`src/rtl/icache_pkg.sv`:
```
// Shared types and constants for the instruction-cache refill controller.
// Covers the FSM state encoding, AXI burst constants and MIPS-style segment decoding.
package icache_pkg;

  typedef enum logic [2:0] {
    IDLE,
    LOOKUP,
    MISS_AR,
    MISS_R,
    REFILL,
    UNC_AR,
    UNC_R,
    RESP
  } state_e;

  localparam logic [2:0]  AXI_SIZE_WORD  = 3'd2;
  localparam logic [7:0]  AXI_LEN_SINGLE = 8'd0;

  localparam logic [2:0]  SEG_KSEG0 = 3'b100;
  localparam logic [2:0]  SEG_KSEG1 = 3'b101;
  localparam logic [31:0] PHYS_MASK = 32'h1FFF_FFFF;

  // kseg0/kseg1 are unmapped windows onto the low 512 MB; everything else passes through.
  function automatic logic [31:0] virt_to_phys(input logic [31:0] vaddr);
    if (vaddr[31:29] == SEG_KSEG0 || vaddr[31:29] == SEG_KSEG1) begin
      return vaddr & PHYS_MASK;
    end
    return vaddr;
  endfunction

endpackage

```
`src/rtl/icache_line_buf.sv`:
```
// Collects the beats of one cache-line burst and flags a burst whose rlast
// does not coincide with the final expected beat.
module icache_line_buf #(
  parameter int LINE_WORDS = 8
) (
  input  logic                     clk,
  input  logic                     resetn,
  input  logic                     clear,
  input  logic                     beat_valid,
  input  logic [31:0]              beat_data,
  input  logic                     beat_last,
  output logic [32*LINE_WORDS-1:0] line,
  output logic                     full,
  output logic                     rlast_err
);

  localparam int CNT_W = $clog2(LINE_WORDS);
  localparam logic [CNT_W-1:0] LAST_IDX = CNT_W'(LINE_WORDS - 1);

  logic [CNT_W-1:0] cnt_q;
  logic [31:0]      words_q [LINE_WORDS];
  logic             at_last;

  assign at_last   = (cnt_q == LAST_IDX);
  // The burst ends on the expected final beat or on an early rlast, whichever comes first.
  assign full      = beat_valid & (at_last | beat_last);
  assign rlast_err = beat_valid & (at_last ^ beat_last);

  always_comb begin
    line = '0;
    for (int i = 0; i < LINE_WORDS; i++) begin
      line[32*i +: 32] = words_q[i];
    end
  end

  // NOTE: the line buffer is cleared by reset so no stale data from a previous
  // power-on state can ever be presented alongside a refill.
  always_ff @(posedge clk or negedge resetn) begin
    if (!resetn) begin
      cnt_q <= '0;
      for (int i = 0; i < LINE_WORDS; i++) begin
        words_q[i] <= '0;
      end
    end else if (clear) begin
      cnt_q <= '0;
    end else if (beat_valid) begin
      words_q[cnt_q] <= beat_data;
      cnt_q          <= cnt_q + 1'b1;
    end
  end

endmodule

```
`src/rtl/icache_refill_ctrl.sv`:
```
// Instruction-cache front-end: looks up cached fetches, refills a line over AXI
// on a miss, and performs single-beat AXI reads for uncached fetches.
module icache_refill_ctrl
  import icache_pkg::*;
#(
  parameter int         LINE_WORDS = 8,
  parameter logic [2:0] UNC_SEG    = 3'b101
) (
  input  logic                     clk,
  input  logic                     resetn,

  input  logic                     cpu_req,
  input  logic [31:0]              cpu_addr,
  output logic                     cpu_addr_ok,
  output logic                     cpu_data_ok,
  output logic [31:0]              cpu_rdata,

  output logic                     cache_req,
  output logic [31:0]              cache_vaddr,
  input  logic                     cache_hit,
  input  logic [31:0]              cache_rdata,
  output logic                     refill_valid,
  output logic [31:0]              refill_paddr,
  output logic [32*LINE_WORDS-1:0] refill_line,

  output logic                     axi_arvalid,
  input  logic                     axi_arready,
  output logic [31:0]              axi_araddr,
  output logic [7:0]               axi_arlen,
  output logic [2:0]               axi_arsize,
  input  logic                     axi_rvalid,
  output logic                     axi_rready,
  input  logic [31:0]              axi_rdata,
  input  logic                     axi_rlast,
  input  logic [1:0]               axi_rresp,

  output logic                     err,
  output logic [31:0]              hit_cnt,
  output logic [31:0]              miss_cnt
);

  localparam int OFF_W = $clog2(LINE_WORDS) + 2;

  state_e      state_q, state_d;
  logic [31:0] addr_q;
  logic [31:0] rdata_q;
  logic        err_q;
  logic [31:0] hit_q;
  logic [31:0] miss_q;

  logic                     accept;
  logic                     accept_unc;
  logic [31:0]              paddr;
  logic [31:0]              line_paddr;
  logic [OFF_W-3:0]         word_sel;
  logic                     line_beat;
  logic [32*LINE_WORDS-1:0] line;
  logic                     line_full;
  logic                     line_rlast_err;
  logic                     r_hs;

  assign cpu_addr_ok = (state_q == IDLE);
  assign accept      = cpu_req & cpu_addr_ok;
  assign accept_unc  = (cpu_addr[31:29] == UNC_SEG);

  assign paddr      = virt_to_phys(addr_q);
  assign line_paddr = {paddr[31:OFF_W], {OFF_W{1'b0}}};
  assign word_sel   = paddr[OFF_W-1:2];

  // The lookup strobe is issued in the accept cycle so the array answers in LOOKUP.
  assign cache_req   = accept & ~accept_unc;
  assign cache_vaddr = cpu_addr;

  assign axi_arvalid = (state_q == MISS_AR) | (state_q == UNC_AR);
  assign axi_araddr  = (state_q == MISS_AR) ? line_paddr : paddr;
  assign axi_arlen   = (state_q == UNC_AR) ? AXI_LEN_SINGLE : 8'(LINE_WORDS - 1);
  assign axi_arsize  = AXI_SIZE_WORD;
  assign axi_rready  = (state_q == MISS_R) | (state_q == UNC_R);
  assign r_hs        = axi_rvalid & axi_rready;

  assign refill_valid = (state_q == REFILL);
  assign refill_paddr = line_paddr;
  assign refill_line  = line;

  assign cpu_data_ok = (state_q == RESP);
  assign cpu_rdata   = rdata_q;
  assign err         = err_q;
  assign hit_cnt     = hit_q;
  assign miss_cnt    = miss_q;

  assign line_beat = (state_q == MISS_R) & axi_rvalid;

  icache_line_buf #(
    .LINE_WORDS (LINE_WORDS)
  ) u_line_buf (
    .clk        (clk),
    .resetn     (resetn),
    .clear      (accept),
    .beat_valid (line_beat),
    .beat_data  (axi_rdata),
    .beat_last  (axi_rlast),
    .line       (line),
    .full       (line_full),
    .rlast_err  (line_rlast_err)
  );

  // NOTE: state_d gets a default before the case so no path leaves it unassigned,
  // which would otherwise infer a latch.
  always_comb begin
    state_d = state_q;
    case (state_q)
      IDLE:    if (accept) state_d = accept_unc ? UNC_AR : LOOKUP;
      LOOKUP:  state_d = cache_hit ? RESP : MISS_AR;
      MISS_AR: if (axi_arready) state_d = MISS_R;
      MISS_R:  if (line_full) state_d = REFILL;
      REFILL:  state_d = RESP;
      UNC_AR:  if (axi_arready) state_d = UNC_R;
      UNC_R:   if (axi_rvalid) state_d = RESP;
      RESP:    state_d = IDLE;
      default: state_d = IDLE;
    endcase
  end

  // NOTE: all registered state uses non-blocking assignments so every register
  // samples the pre-edge values regardless of statement order.
  always_ff @(posedge clk or negedge resetn) begin
    if (!resetn) begin
      state_q <= IDLE;
      addr_q  <= '0;
      rdata_q <= '0;
      err_q   <= 1'b0;
      hit_q   <= '0;
      miss_q  <= '0;
    end else begin
      state_q <= state_d;
      if (accept) addr_q <= cpu_addr;

      if (state_q == LOOKUP) begin
        if (cache_hit) begin
          rdata_q <= cache_rdata;
          if (hit_q != '1) hit_q <= hit_q + 32'd1;
        end else if (miss_q != '1) begin
          miss_q <= miss_q + 32'd1;
        end
      end

      if (state_q == REFILL) rdata_q <= line[32*int'(word_sel) +: 32];
      if (state_q == UNC_R && axi_rvalid) rdata_q <= axi_rdata;

      // Bus errors and malformed bursts are sticky until reset.
      if ((r_hs && axi_rresp != 2'b00) || line_rlast_err) err_q <= 1'b1;
    end
  end

endmodule

```
`config.mk`:
```
export PLATFORM = sky130hd
export DESIGN_NAME = icache_refill_ctrl
export DESIGN_NICKNAME = d
export VERILOG_FILES = /design/src/rtl/icache_pkg.sv /design/src/rtl/icache_line_buf.sv /design/src/rtl/icache_refill_ctrl.sv
export SDC_FILE = /design/constraint.sdc
export NUM_CORES = 1
export LEC_CHECK = 0
export ABC_AREA = 1
export BUFFER_PORTS_ARGS = -buffer_cell sky130_fd_sc_hd__buf_2
export CAP_MARGIN = 20
export CORE_MARGIN = 2
export CORE_UTILIZATION = 33
export DETAILED_ROUTE_END_ITERATION = 10
export PLACE_DENSITY = 0.63
export SETUP_SLACK_MARGIN = 0.02
export SKIP_LAST_GASP = 1
export SYNTH_ARGS = -nofsm -noshare
export SYNTH_HDL_FRONTEND = slang
export SYNTH_HIERARCHICAL = 1
export SYNTH_SLANG_ARGS = --single-unit
```
`constraint.sdc`:
```
create_clock -name clk -period 2.2 [get_ports clk]
set_input_delay 0.22 -clock clk [delete_from_list [all_inputs] [get_ports clk]]
set_output_delay 0.22 -clock clk [all_outputs]
set_load 0.01 [all_outputs]
```
==> results of run 1 <==
## worst max path at each step
stage	start	to	cells after the start
floorplan	state_q[0]$_DFFE_PN0P_	u_line_buf/line[107]$_DFFE_PN0P_	13
detailed placement	state_q[1]$_DFFE_PN0P_	u_line_buf/line[83]$_DFFE_PN0P_	11
global route	state_q[2]$_DFFE_PN0P_	refill_valid	5
finish	state_q[2]$_DFFE_PN0P_	refill_valid	5
global placement	state_q[2]$_DFFE_PN0P_	state_q[1]$_DFFE_PN0P_	7
CTS	state_q[2]$_DFFE_PN0P_	refill_valid	5
## layout make-up
class	instances	area, µm²	share of cell area, %
tap	864	1080	3.92
multi-input combinational	2254	9750	35.4
antenna	2	5.00	0.0181
timing repair buffer	709	4510	16.4
sequential	391	9800	35.5
inverter	213	815	2.95
clock buffer	71	1430	5.18
clock inverter	17	193	0.699
## through the flow
| stage | util [%] | hold WS (ns) | std cells |
|---|---|---|---|
| after CTS | 42.0 | 0.0000117 | 4518 |
| after global routing | 42.1 | 0.0176 | 4519 |
| after detailed placement | 38.3 | 0.182 | 4354 |
| after floorplan | - | -0.0756 | 3149 |
| final | 42.1 | 0.0184 | 4521 |
| after global placement | 38.3 | 0.186 | 4354 |
## timing repair
action / 4_1_cts / 5_1_grt
endpoints found under the setup margin: 12 / 5
buffers inserted: 7 / 0
endpoints found under the hold margin: 453 / 0
resized for setup: 16 / 4
gates cloned: 2 / 1
hold buffers: 67 / 0
pin swaps: 2 / 1
## cells in the final DEF, fill, tap and decap left out, types with 3 or more instances in the layout
cell type	count
inv_1	199
o21ai_1	7
o21ai_0	47
xnor2_1	10
o21bai_1	65
nand3_2	6
clkbuf_8	14
nand2_4	7
conb_1	13
buf_2	556
a21oi_1	33
bufinv_16	3
clkbuf_1	9
clkbuf_16	49
xor2_1	18
inv_2	8
buf_4	55
dlygate4sd3_1	67
nor2_1	242
nor2_4	16
nand4_1	35
inv_4	3
nand2_1	1415
nand2_2	10
dfrtp_2	3
ha_1	5
dfrtp_1	386
clkinv_2	10
buf_12	27
nand3_1	321
## report_power, final
group / internal [mW] / switching [mW]
combinational: 5.30 / 10.1
clock: 4.85 / 3.34
sequential: 9.31 / 2.16
total: 19.5 / 15.6
## layer usage
layer	wire length (µm)	vias to the layer above	GRT usage [%]
met2	41800	1092	41.2
met3	9980	214	8.11
met4	3990	2	10.7
li1	-	10600	-
met5	13	-	0
met1	36700	10600	33.4
## flip-flops by register name, indices dropped and copies added, names as in the netlist
register,flops
addr_q,32
cpu_rdata,32
err,1
hit_cnt,32
miss_cnt,32
state_q,3
u_line_buf/cnt_q,3
u_line_buf/line,256
## worst register-to-register path, delay by kind of cell, from the launching register on
| kind | cells | cell delay, ns |
|---|---|---|
| flops | 1 | 0.39 |
| compound gates | 1 | 0.20 |
| buf+inv | 3 | 0.67 |
| simple gates | 4 | 0.62 |
## kinds of logic (layout without fill, tap and decap cells)
logic type	Yosys count	after routing
compound gates	153	153
xor+xnor	28	28
fa+ha+maj	5	5
buf+inv	504	1010
flops	391	391
other cells	2	15
simple gates	2055	2055
==> summary.txt, run 1 <==
Clock network
  – Clock latency at the later pin of the worst-skew pair: 0.60 ns
  – CTS sink count: 391
  – Clk pin slew, worst setup/hold paths: 0.06 ns
  – Worst-case clock buffer depth: 3
  – CTS H-tree lvls: 2
  – Clk root buf: clkbuf_16
  – Num CTS Buffers: 48
  – CTS tree: done

Floorplanning
  – Initial Util: 33.2%
  – Die height: 261 µm
  – Width of the die: 261 µm
  – Ports: 571
  – Core area: 65500 µm²
  – FP Rows: 94
  – Die ar.: 68100 µm²

STA
  – Skew final: 0.0144 ns
  – Rel. slew slack: 59.2%
  – Setup violations, final: 0
  – Setup WS post-layout: 0.0812 ns
  – Sum Neg Setup Slack: 0 ns
  – Final Cycle Share: 96.3%
  – Minimum clock period: 2.12 ns
  – Worst-Margin Slew: 0.610 ns
  – Final hold vios: 0
  – RSZ-0062 raised after global routing: true
  – Max Clk Rate: 472 MHz
  – Slew Limit Fails: 0

Worst setup path
  – Worst Reg-to-Reg Cells: 8
  – Crit path largest cell delay: 0.36 ns
  – WS Path Type: register to output port
  – RR Startpoint: state_q[0]$_DFFE_PN0P_
  – Critical-path maximum fanout: 12
  – Slowest library cell on the worst path: dfrtp_2
  – Worst path top cell family by delay: buffers and inverters
  – Data arrival time of the worst path: 1.90 ns
  – CP startpoint kind: register
  – FF-to-FF End: u_line_buf/line[116]$_DFFE_PN0P_
  – WP buf/inv: 4
  – R2R setup slack: 0.20 ns
  – Critical-path cell list: buf_4 -> nand2_4 -> inv_8 -> buf_12 -> buf_2
  – Crit end category: output port
  – CP required: 1.98 ns

Run status
  – Status: completed

Synthesis
  – EDFF count, synth: 0
  – Most common cell in the netlist: nand2_1
  – Synth async-reset ratio: 100%
  – Main combinational cell family by area after synthesis: simple AND/OR/NAND/NOR gates
  – Post-synthesis register bit count: 391
  – Mapped Area: 21800 µm²
  – Synth Instances: 3138
  – Netlist cell types: 30
  – Area share of xor/xnor cells in the synthesized design: 1.13%
  – Synth Area in Simple Gates: 38.2%
  – Top cells by area, synth: dfrtp_1 45%, nand2_1 25%, nand3_1 7.5%, nor2_1 4.2%, buf_4 3.6%
  – Synth Warn #: 6
  – Compound-cell area share of the yosys netlist: 4.27%
  – Synth area leader: dfrtp_1
  – List of most frequent post-synthesis cells: 1423 x nand2_1, 391 x dfrtp_1, 326 x nand3_1
  – Ys flop type: dfrtp_1
  – Synth Area per Inst: 6.94 µm²
  – Mux share of post-synthesis cell area: 0%
  – Sequential area share after synthesis: 44.9%
  – Yosys top cell area share: 44.9%
  – Post-Synth Adder-Cell Area: 0.287%

Placed design
  – I/O Buffers: 557
  – Post-place setup slack: 0.227 ns
  – HPWL after detailed placement: 64.0 mm
  – Post-DP Area: 25100 µm²
  – Placer Congestion: 0.927

Drt
  – First-pass detailed-route iteration total: 6
  – DR vias: 22500
  – WL/cell: 20.5 µm
  – Drt total wl: 92.5 mm
  – Via-to-Cell Ratio: 4.97
  – Post-detailed-route count of antenna-violating nets: 0
  – Starting DRT DRC Count: 1999
  – Drt drc: 0

Global routing
  – Pin count of the biggest net entering global routing: 70
  – First-pass GRT wire length: 134 mm
  – Initial antenna violation count: 2
  – Total GRT Usage: 26.2%
  – Vias in the first global route: 20400
  – Grt ovf: 0

Worst hold path
  – Hold Path Class: primary input to register
  – Hold path endpoint: addr_q[3]$_DFFE_PN0P_
  – Hold Path Origin: cpu_addr[3]
  – Hold Path Depth: 3

Pwr
  – VDD IR-drop max: 0.646 mV
  – Leakage: 15.1 nW
  – Total power: 35.1 mW
  – P per Cell Area: 1270 nW/µm²

Finish
  – Fraction of layout cells with a size suffix above 1: 21.3%
  – Synthesis-to-layout area growth: 26.6%
  – Fin area: 27600 µm²
  – Fin nets: 3727
  – Fillers: 6780

Run
  – Max-cap violations: 0
(Power assumes the default switching activity.)
==> inputs of run 2 (changes only) <==
BUFFER_PORTS_ARGS = unset   (was -buffer_cell sky130_fd_sc_hd__buf_2)
DONT_BUFFER_PORTS = 1   (was unset)
PLACE_DENSITY = 0.55   (was 0.63)
==> summary.txt, run 2 (synthesis results as in run 1) <==
Run status
  – Status: finished with violations
  – Failing checks: hold timing, slew limit

STA
  – Final hold vios: 391
  – Slew Limit Fails: 281
  – Sum Neg Setup Slack: 0 ns
  – Worst hold slack: -0.685 ns
  – Skew final: 0.0199 ns
  – Worst-Margin Slew: 2.51 ns
  – RSZ-0062 raised after global routing: true
  – Setup violations, final: 0
  – Minimum clock period: 2.08 ns
  – Rel. slew slack: -67.3%
  – Max Clk Rate: 480 MHz
  – Final Cycle Share: 94.7%

Floorplanning
  – Core area: 65500 µm²
  – Initial Util: 33.2%
  – FP Rows: 94
  – Die ar.: 68100 µm²
  – Width of the die: 261 µm
  – Die height: 261 µm
  – Ports: 571

Worst setup path
  – Worst path top cell family by delay: simple AND/OR/NAND/NOR gates
  – FF-to-FF End: cpu_rdata[20]$_DFFE_PN0P_
  – Crit path largest cell delay: 0.39 ns
  – Critical-path cell list: nor2_2 -> nand2_1 -> inv_2 -> nand2_2 -> buf_12 -> nor2_1 -> buf_4
  – Critical Path Stages: 7
  – CP required: 1.98 ns
  – WP buf/inv: 3
  – Crit end category: output port
  – RR Startpoint: state_q[2]$_DFFE_PN0P_
  – Worst Reg-to-Reg Cells: 6
  – Critical-path maximum fanout: 31
  – Slowest library cell on the worst path: dfrtp_1
  – R2R setup slack: 0.21 ns
  – Data arrival time of the worst path: 1.86 ns
  – WS Path Type: register to output port
  – CP startpoint kind: register

Finish
  – Fin area: 25200 µm²
  – Final Non-Filler Cells: 4022
  – Commonest non-fill, non-tap cell in the layout: nand2_1
  – Fin nets: 3228
  – Final Core Density: 38.4%
  – Max reg flops: 256
  – Fraction of layout cells with a size suffix above 1: 7.77%
  – Synthesis-to-layout area growth: 15.6%
  – Most frequent cells in the layout: 1418 x nand2_1, 387 x dfrtp_1, 322 x nand3_1, 241 x nor2_1, 199 x inv_1

Pwr
  – Leakage: 12.8 nW
  – P per Cell Area: 1310 nW/µm²
  – Total power: 33.0 mW
  – VDD IR-drop max: 0.620 mV

Drt
  – Post-detailed-route count of antenna-violating nets: 0
  – Via-to-Cell Ratio: 5.05
  – Starting DRT DRC Count: 1999
  – WL/cell: 23.0 µm
  – Drt total wl: 92.4 mm
  – Drt drc: 0
  – First-pass detailed-route iteration total: 6
  – DR vias: 20300

Global routing
  – Initial antenna violation count: 7
  – First-pass GRT wire length: 133 mm
  – Grt ovf: 0
  – Vias in the first global route: 19000
  – Pin count of the biggest net entering global routing: 392
  – Total GRT Usage: 26.3%

Clock network
  – Clk pin slew, worst setup/hold paths: 0.06 ns
  – Clk root buf: clkbuf_16
  – CTS sink count: 391
  – CTS H-tree lvls: 2
  – CTS tree: done
  – Num CTS Buffers: 49
  – Clock latency at the later pin of the worst-skew pair: 0.60 ns
  – Worst-case clock buffer depth: 3

Placed design
  – Post-DP Area: 22400 µm²
  – I/O Buffers: 0
  – Placed Cells: 3824
  – HPWL after detailed placement: 63.0 mm
  – Placer Congestion: 0.926

Worst hold path
  – Hold Path Class: primary input to async pin

Run
  – Max-cap violations: 0
==> run 2: where the power goes <==
part	leakage (nW)	total (mW)	internal (mW)	switching (mW)
Combinational	7.06	10.9	3.57	7.33
Sequential	4.92	13.5	9.27	4.21
Clock	0.828	8.61	5.18	3.43
Total	12.8	33.0	18.0	15.0
==> run 2: what timing repair did <==
| action | CTS | global route |
|---|---|---|
| gates resized for setup | 2 | 6 |
| setup endpoints to repair | 2 | 183 |
| hold buffers | 102 | 1 |
| gates cloned | 0 | 0 |
| pin swaps | 0 | 1 |
| buffers inserted | 0 | 4 |
| hold endpoints to repair | 715 | 395 |
==> run 2: how the worst max path moves through the flow <==
stage	from	to	slack, ns
final	state_q[1]$_DFFE_PN0P_	cache_req	0.12
after global routing	state_q[1]$_DFFE_PN0P_	cache_req	-0.01
after CTS	state_q[1]$_DFFE_PN0P_	cache_req	-0.01
after detailed placement	state_q[2]$_DFFE_PN0P_	u_line_buf/line[179]$_DFFE_PN0P_	0.09
after global placement	state_q[2]$_DFFE_PN0P_	u_line_buf/line[180]$_DFFE_PN0P_	0.14
after floorplan	state_q[0]$_DFFE_PN0P_	u_line_buf/line[107]$_DFFE_PN0P_	0.11
==> run 2: per-layer routing <==
layer  up-vias  wire length, µm  global-route usage (%)
met5         -               27                       0
met4         4             2720                    7.68
met3       165             9890                    10.2
met2       847            43200                    42.8
met1      9765            36600                    32.2
li1       9548                -                       -
==> run 2: layout make-up <==
cell class              instances  area [µm²]
multi-input cells            2254        9720
diodes                          3        7.51
clock inverters                27         332
inverters                     213         812
fillers                      6871       40300
clock buffers                  61        1350
repair buffers                209        2070
flip-flops and latches        391        9790
well taps                     864        1080
==> run 2: per-stage QoR <==
stage,worst slack [ns],hold WS [ns]
finish,0.117,-0.685
global route,-0.00981,-0.714
CTS,-0.0135,-0.711
detailed placement,0.0891,-0.0611
global placement,0.144,-0.0677
floorplan,0.108,-0.0756
